--- config.mk ---
export PLATFORM = sky130hd
export DESIGN_NAME = ex_mdu_flat
export DESIGN_NICKNAME = d
export VERILOG_FILES = /design/src/rtl/ex_mdu_pkg.sv /design/src/rtl/ex_mdu_if.sv /design/src/rtl/mdu_div.sv /design/src/rtl/ex_mdu.sv /design/src/flat_wrapper.sv
export SDC_FILE = /design/constraint.sdc
export NUM_CORES = 2
export LEC_CHECK = 0
export BUFFER_PORTS_ARGS = -buffer_cell sky130_fd_sc_hd__buf_2
export CAP_MARGIN = 40
export CORE_MARGIN = 3
export CORE_UTILIZATION = 35
export CTS_CLUSTER_SIZE = 40
export DETAILED_ROUTE_END_ITERATION = 8
export SKIP_CTS_REPAIR_TIMING = 1
export SKIP_LAST_GASP = 1
export SLEW_MARGIN = 20
export SYNTH_ARGS = -nofsm -noshare
export SYNTH_HDL_FRONTEND = slang
export SYNTH_SLANG_ARGS = --single-unit
--- constraint.sdc ---
create_clock -name CLK -period 24.6 [get_ports CLK]
set_clock_uncertainty 0.1 [all_clocks]
set_input_delay 1.23 -clock CLK [delete_from_list [all_inputs] [get_ports CLK]]
set_output_delay 1.23 -clock CLK [all_outputs]
set_load 0.01 [all_outputs]
--- src/rtl/ex_mdu_pkg.sv ---
// Shared definitions for the execute-stage multiply/divide unit:
// operation encodings and the controller state type.
package ex_mdu_pkg;

    typedef enum logic [1:0] {
        OpMult  = 2'b00,
        OpMultu = 2'b01,
        OpDiv   = 2'b10,
        OpDivu  = 2'b11
    } mdu_op_e;

    typedef enum logic [1:0] {
        StIdle,
        StMul,
        StDiv,
        StDone
    } mdu_state_e;

endpackage

--- src/rtl/ex_mdu_if.sv ---
// Request/result bundle between the execute stage and the multiply/divide unit.
interface ex_mdu_if #(
    parameter int unsigned DATA_W = 32
);
    logic              START_I;
    logic [1:0]        MDU_OP_I;
    logic [DATA_W-1:0] REG1_DATA_I;
    logic [DATA_W-1:0] REG2_DATA_I;
    logic              CANCEL_I;
    logic              STALL_REQ_O;
    logic              DONE_O;
    logic [DATA_W-1:0] HI_O;
    logic [DATA_W-1:0] LO_O;
    logic              BUSY_O;

    modport master (
        output START_I, MDU_OP_I, REG1_DATA_I, REG2_DATA_I, CANCEL_I,
        input  STALL_REQ_O, DONE_O, HI_O, LO_O, BUSY_O
    );

    modport slave (
        input  START_I, MDU_OP_I, REG1_DATA_I, REG2_DATA_I, CANCEL_I,
        output STALL_REQ_O, DONE_O, HI_O, LO_O, BUSY_O
    );
endinterface

--- src/rtl/mdu_div.sv ---
// Radix-2 restoring divider on unsigned magnitudes, one quotient bit per cycle.
// The start edge already performs the first iteration; done is high after the last one.
module mdu_div #(
    parameter int unsigned DATA_W = 32
) (
    input  logic              clk,
    input  logic              rst,
    input  logic              start,
    input  logic              flush,
    input  logic [DATA_W-1:0] dividend,
    input  logic [DATA_W-1:0] divisor,
    output logic              done,
    output logic [DATA_W-1:0] quotient,
    output logic [DATA_W-1:0] remainder
);
    localparam int unsigned CntW = $clog2(DATA_W + 1);
    localparam logic [CntW-1:0] CntLast = CntW'(DATA_W);

    logic              busy_q, busy_d;
    logic [CntW-1:0]   cnt_q, cnt_d;
    logic [DATA_W-1:0] rem_q, rem_d, quo_q, quo_d, dvs_q, dvs_d;
    logic [DATA_W-1:0] rem_in, quo_in, dvs_in;
    logic [DATA_W:0]   shifted, dvs_ext, diff;

    assign done      = busy_q && (cnt_q == CntLast);
    assign quotient  = quo_q;
    assign remainder = rem_q;

    always_comb begin
        rem_in  = start ? '0 : rem_q;
        quo_in  = start ? dividend : quo_q;
        dvs_in  = start ? divisor : dvs_q;
        shifted = {rem_in, quo_in[DATA_W-1]};
        dvs_ext = {1'b0, dvs_in};
        diff    = shifted - dvs_ext;
        busy_d  = busy_q;
        cnt_d   = cnt_q;
        rem_d   = rem_q;
        quo_d   = quo_q;
        dvs_d   = dvs_q;
        if (flush) begin
            busy_d = 1'b0;
        end else if (start || (busy_q && !done)) begin
            busy_d = 1'b1;
            cnt_d  = start ? CntW'(1) : cnt_q + CntW'(1);
            dvs_d  = dvs_in;
            // Restore by simply keeping the shifted partial remainder.
            if (shifted >= dvs_ext) begin
                rem_d = diff[DATA_W-1:0];
                quo_d = {quo_in[DATA_W-2:0], 1'b1};
            end else begin
                rem_d = shifted[DATA_W-1:0];
                quo_d = {quo_in[DATA_W-2:0], 1'b0};
            end
        end else if (done) begin
            busy_d = 1'b0;
        end
    end

    always_ff @(posedge clk) begin
        if (rst) begin
            busy_q <= 1'b0;
            cnt_q  <= '0;
            rem_q  <= '0;
            quo_q  <= '0;
            dvs_q  <= '0;
        end else begin
            busy_q <= busy_d;
            cnt_q  <= cnt_d;
            rem_q  <= rem_d;
            quo_q  <= quo_d;
            dvs_q  <= dvs_d;
        end
    end

endmodule

--- src/rtl/ex_mdu.sv ---
// Execute-stage multiply/divide unit: pipelined multiplier inline, iterative divider in
// mdu_div, results held in HI/LO until the next completed operation.
module ex_mdu
    import ex_mdu_pkg::*;
#(
    parameter int unsigned DATA_W     = 32,
    parameter int unsigned MUL_STAGES = 2
) (
    input  logic     CLK,
    input  logic     RST,
    ex_mdu_if.slave  mdu
);
    localparam int unsigned ProdW = 2 * DATA_W;
    localparam logic [1:0] MulLast = 2'(MUL_STAGES >= 2 ? MUL_STAGES - 2 : 0);

    mdu_state_e        state_q, state_d;
    logic [DATA_W-1:0] a_q, a_d, b_q, b_d, hi_q, hi_d, lo_q, lo_d;
    logic              sgn_q, sgn_d;
    logic [1:0]        cnt_q, cnt_d;

    logic              op_signed, op_div, accept;
    logic [DATA_W-1:0] mul_a, mul_b;
    logic              mul_sgn;
    logic [ProdW-1:0]  mul_a_ext, mul_b_ext, prod_full, mul_res;
    logic [DATA_W-1:0] a_mag, b_mag, quo, rem, div_hi, div_lo;
    logic              div_start, div_done, q_neg, r_neg;

    always_comb begin
        op_signed = 1'b0;
        op_div    = 1'b0;
        case (mdu.MDU_OP_I)
            OpMult:  op_signed = 1'b1;
            OpDiv:   begin op_signed = 1'b1; op_div = 1'b1; end
            OpDivu:  op_div = 1'b1;
            default: ;
        endcase
    end

    assign accept = (state_q == StIdle) && mdu.START_I && !mdu.CANCEL_I;

    // A single-stage multiplier takes its product straight from the request operands.
    always_comb begin
        if (MUL_STAGES == 1) begin
            mul_a   = mdu.REG1_DATA_I;
            mul_b   = mdu.REG2_DATA_I;
            mul_sgn = op_signed;
        end else begin
            mul_a   = a_q;
            mul_b   = b_q;
            mul_sgn = sgn_q;
        end
    end

    assign mul_a_ext = {{DATA_W{mul_sgn & mul_a[DATA_W-1]}}, mul_a};
    assign mul_b_ext = {{DATA_W{mul_sgn & mul_b[DATA_W-1]}}, mul_b};
    assign prod_full = mul_a_ext * mul_b_ext;

    if (MUL_STAGES > 2) begin : g_mul_pipe
        logic [ProdW-1:0] pipe_q [MUL_STAGES-2];
        always_ff @(posedge CLK) begin
            if (RST) begin
                for (int unsigned i = 0; i < MUL_STAGES - 2; i++) pipe_q[i] <= '0;
            end else begin
                pipe_q[0] <= prod_full;
                for (int unsigned i = 1; i < MUL_STAGES - 2; i++) pipe_q[i] <= pipe_q[i-1];
            end
        end
        assign mul_res = pipe_q[MUL_STAGES-3];
    end else begin : g_mul_comb
        assign mul_res = prod_full;
    end

    assign a_mag     = (op_signed && mdu.REG1_DATA_I[DATA_W-1]) ?
                       {DATA_W{1'b0}} - mdu.REG1_DATA_I : mdu.REG1_DATA_I;
    assign b_mag     = (op_signed && mdu.REG2_DATA_I[DATA_W-1]) ?
                       {DATA_W{1'b0}} - mdu.REG2_DATA_I : mdu.REG2_DATA_I;
    assign div_start = accept && op_div;

    mdu_div #(
        .DATA_W (DATA_W)
    ) u_div (
        .clk       (CLK),
        .rst       (RST),
        .start     (div_start),
        .flush     (mdu.CANCEL_I),
        .dividend  (a_mag),
        .divisor   (b_mag),
        .done      (div_done),
        .quotient  (quo),
        .remainder (rem)
    );

    // Sign fixup happens on the edge that enters DONE.
    always_comb begin
        q_neg = sgn_q & (a_q[DATA_W-1] ^ b_q[DATA_W-1]);
        r_neg = sgn_q & a_q[DATA_W-1];
        if (b_q == '0) begin
            div_lo = '1;
            div_hi = a_q;
        end else begin
            div_lo = q_neg ? {DATA_W{1'b0}} - quo : quo;
            div_hi = r_neg ? {DATA_W{1'b0}} - rem : rem;
        end
    end

    always_comb begin
        state_d = state_q;
        a_d     = a_q;
        b_d     = b_q;
        sgn_d   = sgn_q;
        cnt_d   = cnt_q;
        hi_d    = hi_q;
        lo_d    = lo_q;
        if (mdu.CANCEL_I) begin
            state_d = StIdle;
        end else begin
            case (state_q)
                StIdle: begin
                    if (mdu.START_I) begin
                        a_d   = mdu.REG1_DATA_I;
                        b_d   = mdu.REG2_DATA_I;
                        sgn_d = op_signed;
                        cnt_d = '0;
                        if (op_div) begin
                            state_d = StDiv;
                        end else if (MUL_STAGES == 1) begin
                            state_d = StDone;
                            hi_d    = mul_res[ProdW-1:DATA_W];
                            lo_d    = mul_res[DATA_W-1:0];
                        end else begin
                            state_d = StMul;
                        end
                    end
                end
                StMul: begin
                    if (cnt_q == MulLast) begin
                        state_d = StDone;
                        hi_d    = mul_res[ProdW-1:DATA_W];
                        lo_d    = mul_res[DATA_W-1:0];
                    end else begin
                        cnt_d = cnt_q + 2'd1;
                    end
                end
                StDiv: begin
                    if (div_done) begin
                        state_d = StDone;
                        hi_d    = div_hi;
                        lo_d    = div_lo;
                    end
                end
                StDone:  state_d = StIdle;
                default: state_d = StIdle;
            endcase
        end
    end

    always_ff @(posedge CLK) begin
        if (RST) begin
            state_q <= StIdle;
            a_q     <= '0;
            b_q     <= '0;
            sgn_q   <= 1'b0;
            cnt_q   <= '0;
            hi_q    <= '0;
            lo_q    <= '0;
        end else begin
            state_q <= state_d;
            a_q     <= a_d;
            b_q     <= b_d;
            sgn_q   <= sgn_d;
            cnt_q   <= cnt_d;
            hi_q    <= hi_d;
            lo_q    <= lo_d;
        end
    end

    assign mdu.DONE_O      = (state_q == StDone);
    assign mdu.BUSY_O      = (state_q != StIdle);
    assign mdu.STALL_REQ_O = !RST && (accept || state_q == StMul || state_q == StDiv);
    assign mdu.HI_O        = hi_q;
    assign mdu.LO_O        = lo_q;

endmodule
--- src/flat_wrapper.sv ---
// flat-port wrapper written by rule: the top's interface ports become plain ports
module ex_mdu_flat import ex_mdu_pkg::*;
#(
    parameter int unsigned DATA_W     = 32,
    parameter int unsigned MUL_STAGES = 2
)
  (CLK, RST, mdu_START_I, mdu_MDU_OP_I, mdu_REG1_DATA_I, mdu_REG2_DATA_I, mdu_CANCEL_I, mdu_STALL_REQ_O, mdu_DONE_O, mdu_HI_O, mdu_LO_O, mdu_BUSY_O);
  ex_mdu_if #(.DATA_W(DATA_W)) mdu_i ();
  input  logic CLK;
  input  logic RST;
  input wire logic [$bits(mdu_i.START_I)-1:0] mdu_START_I;
  input wire logic [$bits(mdu_i.MDU_OP_I)-1:0] mdu_MDU_OP_I;
  input wire logic [$bits(mdu_i.REG1_DATA_I)-1:0] mdu_REG1_DATA_I;
  input wire logic [$bits(mdu_i.REG2_DATA_I)-1:0] mdu_REG2_DATA_I;
  input wire logic [$bits(mdu_i.CANCEL_I)-1:0] mdu_CANCEL_I;
  output wire logic [$bits(mdu_i.STALL_REQ_O)-1:0] mdu_STALL_REQ_O;
  output wire logic [$bits(mdu_i.DONE_O)-1:0] mdu_DONE_O;
  output wire logic [$bits(mdu_i.HI_O)-1:0] mdu_HI_O;
  output wire logic [$bits(mdu_i.LO_O)-1:0] mdu_LO_O;
  output wire logic [$bits(mdu_i.BUSY_O)-1:0] mdu_BUSY_O;
  assign mdu_i.START_I = mdu_START_I;
  assign mdu_i.MDU_OP_I = mdu_MDU_OP_I;
  assign mdu_i.REG1_DATA_I = mdu_REG1_DATA_I;
  assign mdu_i.REG2_DATA_I = mdu_REG2_DATA_I;
  assign mdu_i.CANCEL_I = mdu_CANCEL_I;
  assign mdu_STALL_REQ_O = mdu_i.STALL_REQ_O;
  assign mdu_DONE_O = mdu_i.DONE_O;
  assign mdu_HI_O = mdu_i.HI_O;
  assign mdu_LO_O = mdu_i.LO_O;
  assign mdu_BUSY_O = mdu_i.BUSY_O;
  ex_mdu #(.DATA_W(DATA_W), .MUL_STAGES(MUL_STAGES)) u_core (.CLK(CLK), .RST(RST), .mdu(mdu_i));
endmodule
==> qor.json <==
{
  "timing_max_transition_violations_final": 0,
  "most_common_library_cell_in_the_layout_ignoring_fill_and_taps": "sky130_fd_sc_hd__inv_1",
  "routed-wl-met2_um": 76200,
  "grt_use_total_pct": 20.8,
  "final_hold_viol_count": 0,
  "critical_path_required_ps": 24920,
  "status": "finished, final reports clean",
  "globalRoute.totalOverflow": 0,
  "dp_slack_ps": 15590,
  "share_seq_of_total_power_pct": 27.8,
  "rr_startpoint": "u_core.b_q[3]",
  "clock_insertion_delay_worst_skew_ps": 570,
  "place.gp.congestion": 0.917,
  "cp_common_cell": "sky130_fd_sc_hd__fa_1",
  "die_area_mm2": 0.154,
  "maximum_capacitance_violations": 0,
  "period_share_pct": 37.1,
  "cts_num_sinks": 236,
  "syn2layout_area_growth_pct": 6.24,
  "synth-warning-count": 0,
  "timing.rr.end": "u_core.mdu.HI_O[22]",
  "dieWidth_um": 392,
  "vias": 40800,
  "synth.yosys.seq_area_share_pct": 9.05,
  "cp-endpoint": "u_core.mdu.HI_O[22]",
  "p_leak_nw": 25.9,
  "ys_top_cells_by_area": "sky130_fd_sc_hd__fa_1, sky130_fd_sc_hd__dfxtp_1, sky130_fd_sc_hd__inv_1, sky130_fd_sc_hd__nand2_1, sky130_fd_sc_hd__ha_1",
  "reg2reg_depth": 25,
  "maximum_number_of_pins_on_one_net_before_global_route_repair": 71,
  "syn_area_mm2": 0.0522,
  "sw_share_pct": 42.2,
  "number_of_buffers_created_by_cts": 27,
  "layout_setup_ws_ps": 15480,
  "first_global_vias": 43000,
  "edff_count_synth": 0,
  "timing.critical_path.max_delay_family": "adder cells",
  "cts_max_level": 1,
  "wire_length_per_cell_um": 19.8,
  "route.final.wire_length_um": 157000,
  "max-vdd-ir-drop_mv": 0.0650,
  "wirelength_met1_um": 65700,
  "dieHeight_um": 392,
  "final_cell_mix": "sky130_fd_sc_hd__inv_1, sky130_fd_sc_hd__fa_1, sky130_fd_sc_hd__nand2_1",
  "initial_utilization_pct": 35.3,
  "cts_buffer_depth": 3,
  "nets": 7417,
  "antenna_left": 0,
  "final.setup.tns_ps": 0,
  "core_region_area_mm2": 0.148,
  "place_hpwl_um": 125000,
  "floorplan_row_count": 141,
  "drt_pre_antenna_iters": 6,
  "drt_iter0_drcs": 2465,
  "grt_first_pass_wirelength_um": 250000,
  "postSynthCellCount": 6105,
  "crit_path_max_fanout": 22,
  "synth_async_sr_flop_share_pct": 0,
  "critPathSlowestCell": "sky130_fd_sc_hd__fa_1",
  "startpoint_type": "flop",
  "hold-worst-slack_ps": 354,
  "powerDensity_mw_per_mm2": 27.5,
  "synth_ff_type": "sky130_fd_sc_hd__dfxtp_1",
  "netlist.area_leader.share_pct": 43.2,
  "synth.ff_latch_count": 236,
  "netlist-cell-type-count": 90,
  "floorplan.io_pins": 137,
  "yosysTopAreaCell": "sky130_fd_sc_hd__fa_1",
  "mappedNetlistNets": 7557,
  "layout_min_cycle_time_ps": 9120,
  "power.clock.fraction_pct": 27.3,
  "slew_at_the_pin_with_the_worst_max_slew_slack_ps": 842,
  "setup.worst_path.class": "reg2reg",
  "port_buffers": 136,
  "synthesized_area_divided_by_synthesized_cell_count_um2": 8.55,
  "peak_freq_ghz": 0.110,
  "rsz_0062_raised_after_global_routing": "no",
  "slew_hr_pct": 43.9,
  "dr.max_layer_used": "met4",
  "timing.critical_path.from": "u_core.b_q[3]",
  "cp_data_arrival_time_ps": 9440,
  "hold_class": "reg2reg",
  "wl_met3_um": 9790,
  "power.switching_w": 0.000644,
  "fraction_of_final_layout_cells_with_drive_strength_greater_than_1_pct": 5.33,
  "antenna_found_initial": 9,
  "detail_route.drc_violations": 0,
  "root_buffer": "sky130_fd_sc_hd__clkbuf_16",
  "cp.buffers_inverters": 6,
  "power.internal_w": 0.000882,
  "final-setup-viol-count": 0,
  "timing.critical_path.slowest_cell_delay_ps": 670,
  "end_kind": "flop",
  "cts.reportedPaths.clkPinSlew_ps": 60,
  "r2r_setup_slack_ps": 15480,
  "power.share.combinational_pct": 44.9,
  "timing.critical_path.depth": 25,
  "cts_tree": "built",
  "post_drt_via_cell_ratio": 5.14
}
registers in the layout, summed over array words and instances, names as in the netlist:
register	flops
u_core.mdu.HI_O	32
u_core.u_div.dvs_q	32
u_core.mdu.LO_O	32
u_core.u_div.quotient	32
u_core.a_q	32
u_core.u_div.cnt_q	6
u_core.b_q	32
u_core.cnt_q	2
u_core.u_div.busy_q	1
u_core.state_q	2
u_core.mul_sgn	1
u_core.u_div.remainder	32
cells by family after synthesis:
logic type      count (synthesis)  share of synthesized area (%)
simple gates                 1901                           16.7
buf+inv                      1558                           11.3
fa+ha+maj                    1382                           49.3
compound gates                783                           9.44
flops                         236                           9.05
xor+xnor                      202                           3.39
mux                            43                          0.829
power by group through the flow:
stage | Combinational, W | Sequential [W] | Clock (W)
final | 0.000685 | 0.000424 | 0.000417
after CTS | 0.000682 | 0.000423 | 0.000422
after global routing | 0.000751 | 0.000427 | 0.000437
after floorplan | 0.000475 | 0.000423 | 0
after global placement | 0.000672 | 0.000432 | 0
after detailed placement | 0.000675 | 0.000432 | 0
worst min-delay path: cells and delay by family (launching register included):
| kind | cells | cell delay [ps] |
|---|---|---|
| AO/OA/AOI/OAI | 1 | 50 |
| flip-flops | 1 | 310 |
| AND/OR/NAND/NOR | 1 | 50 |
through the flow:
step | instances | area, um2 | power, W | util, %
after floorplan | 6105 | 52200 | 0.000898 | -
after global placement | 7858 | 54500 | 0.00110 | 36.8
after detailed placement | 7864 | 54600 | 0.00111 | 36.9
after CTS | 7914 | 55400 | 0.00153 | 37.5
after global routing | 7919 | 55500 | 0.00161 | 37.5
final | 7922 | 55500 | 0.00153 | 37.5
cell usage after synthesis, types with 9 or more instances:
cell                          n
sky130_fd_sc_hd__inv_1     1160
sky130_fd_sc_hd__fa_1      1126
sky130_fd_sc_hd__nand2_1   1011
sky130_fd_sc_hd__and2_1     392
sky130_fd_sc_hd__clkbuf_1   380
sky130_fd_sc_hd__a21oi_1    319
sky130_fd_sc_hd__ha_1       256
sky130_fd_sc_hd__nor2_1     248
sky130_fd_sc_hd__dfxtp_1    236
sky130_fd_sc_hd__o21ai_0    141
sky130_fd_sc_hd__xnor2_1    141
sky130_fd_sc_hd__xor2_1      61
sky130_fd_sc_hd__a211oi_1    47
sky130_fd_sc_hd__a21o_1      43
sky130_fd_sc_hd__mux2i_1     41
sky130_fd_sc_hd__nor3_1      41
sky130_fd_sc_hd__o211ai_1    38
sky130_fd_sc_hd__and3_1      33
sky130_fd_sc_hd__nand3_1     30
sky130_fd_sc_hd__nor4_1      30
sky130_fd_sc_hd__o221ai_1    28
sky130_fd_sc_hd__a31oi_1     23
sky130_fd_sc_hd__nand4_1     23
sky130_fd_sc_hd__or3_1       22
sky130_fd_sc_hd__nand2b_1    17
sky130_fd_sc_hd__o31ai_1     14
sky130_fd_sc_hd__o21a_1      13
sky130_fd_sc_hd__o21bai_1    13
sky130_fd_sc_hd__or2_2       12
sky130_fd_sc_hd__a311oi_1    11
sky130_fd_sc_hd__buf_1       11
sky130_fd_sc_hd__nor2b_1     10
sky130_fd_sc_hd__o41ai_1     10
sky130_fd_sc_hd__o21ai_1      9
area by class of cell:
type	count	area (um2)
inverters	1160	4350
well taps	1930	2410
multi-input cells	4311	41600
flip-flops and latches	236	4730
clock inverters	13	144
repair buffers	229	1430
diodes	6	15.0
clock buffers	37	743
fillers	15100	92500
per-layer routing:
metal	track usage, %	vias up
met5	0	-
met4	6.41	0
met3	2.52	234
met2	35.4	1223
met1	27.6	21000
li1	-	18300
worst min path at each step:
| stage | from | end | slack, ps | cells after the start |
|---|---|---|---|---|
| floorplan | u_core.cnt_q[0] | u_core.cnt_q[0] | 340 | 2 |
| global placement | u_core.mdu.LO_O[10] | u_core.mdu.LO_O[10] | 340 | 2 |
| detailed placement | u_core.mdu.LO_O[23] | u_core.mdu.LO_O[23] | 350 | 2 |
| CTS | u_core.mdu.LO_O[23] | u_core.mdu.LO_O[23] | 350 | 2 |
| global route | u_core.mdu.LO_O[23] | u_core.mdu.LO_O[23] | 370 | 2 |
| finish | u_core.a_q[9] | u_core.a_q[9] | 350 | 2 |
Power figures use the tool's default switching activity.
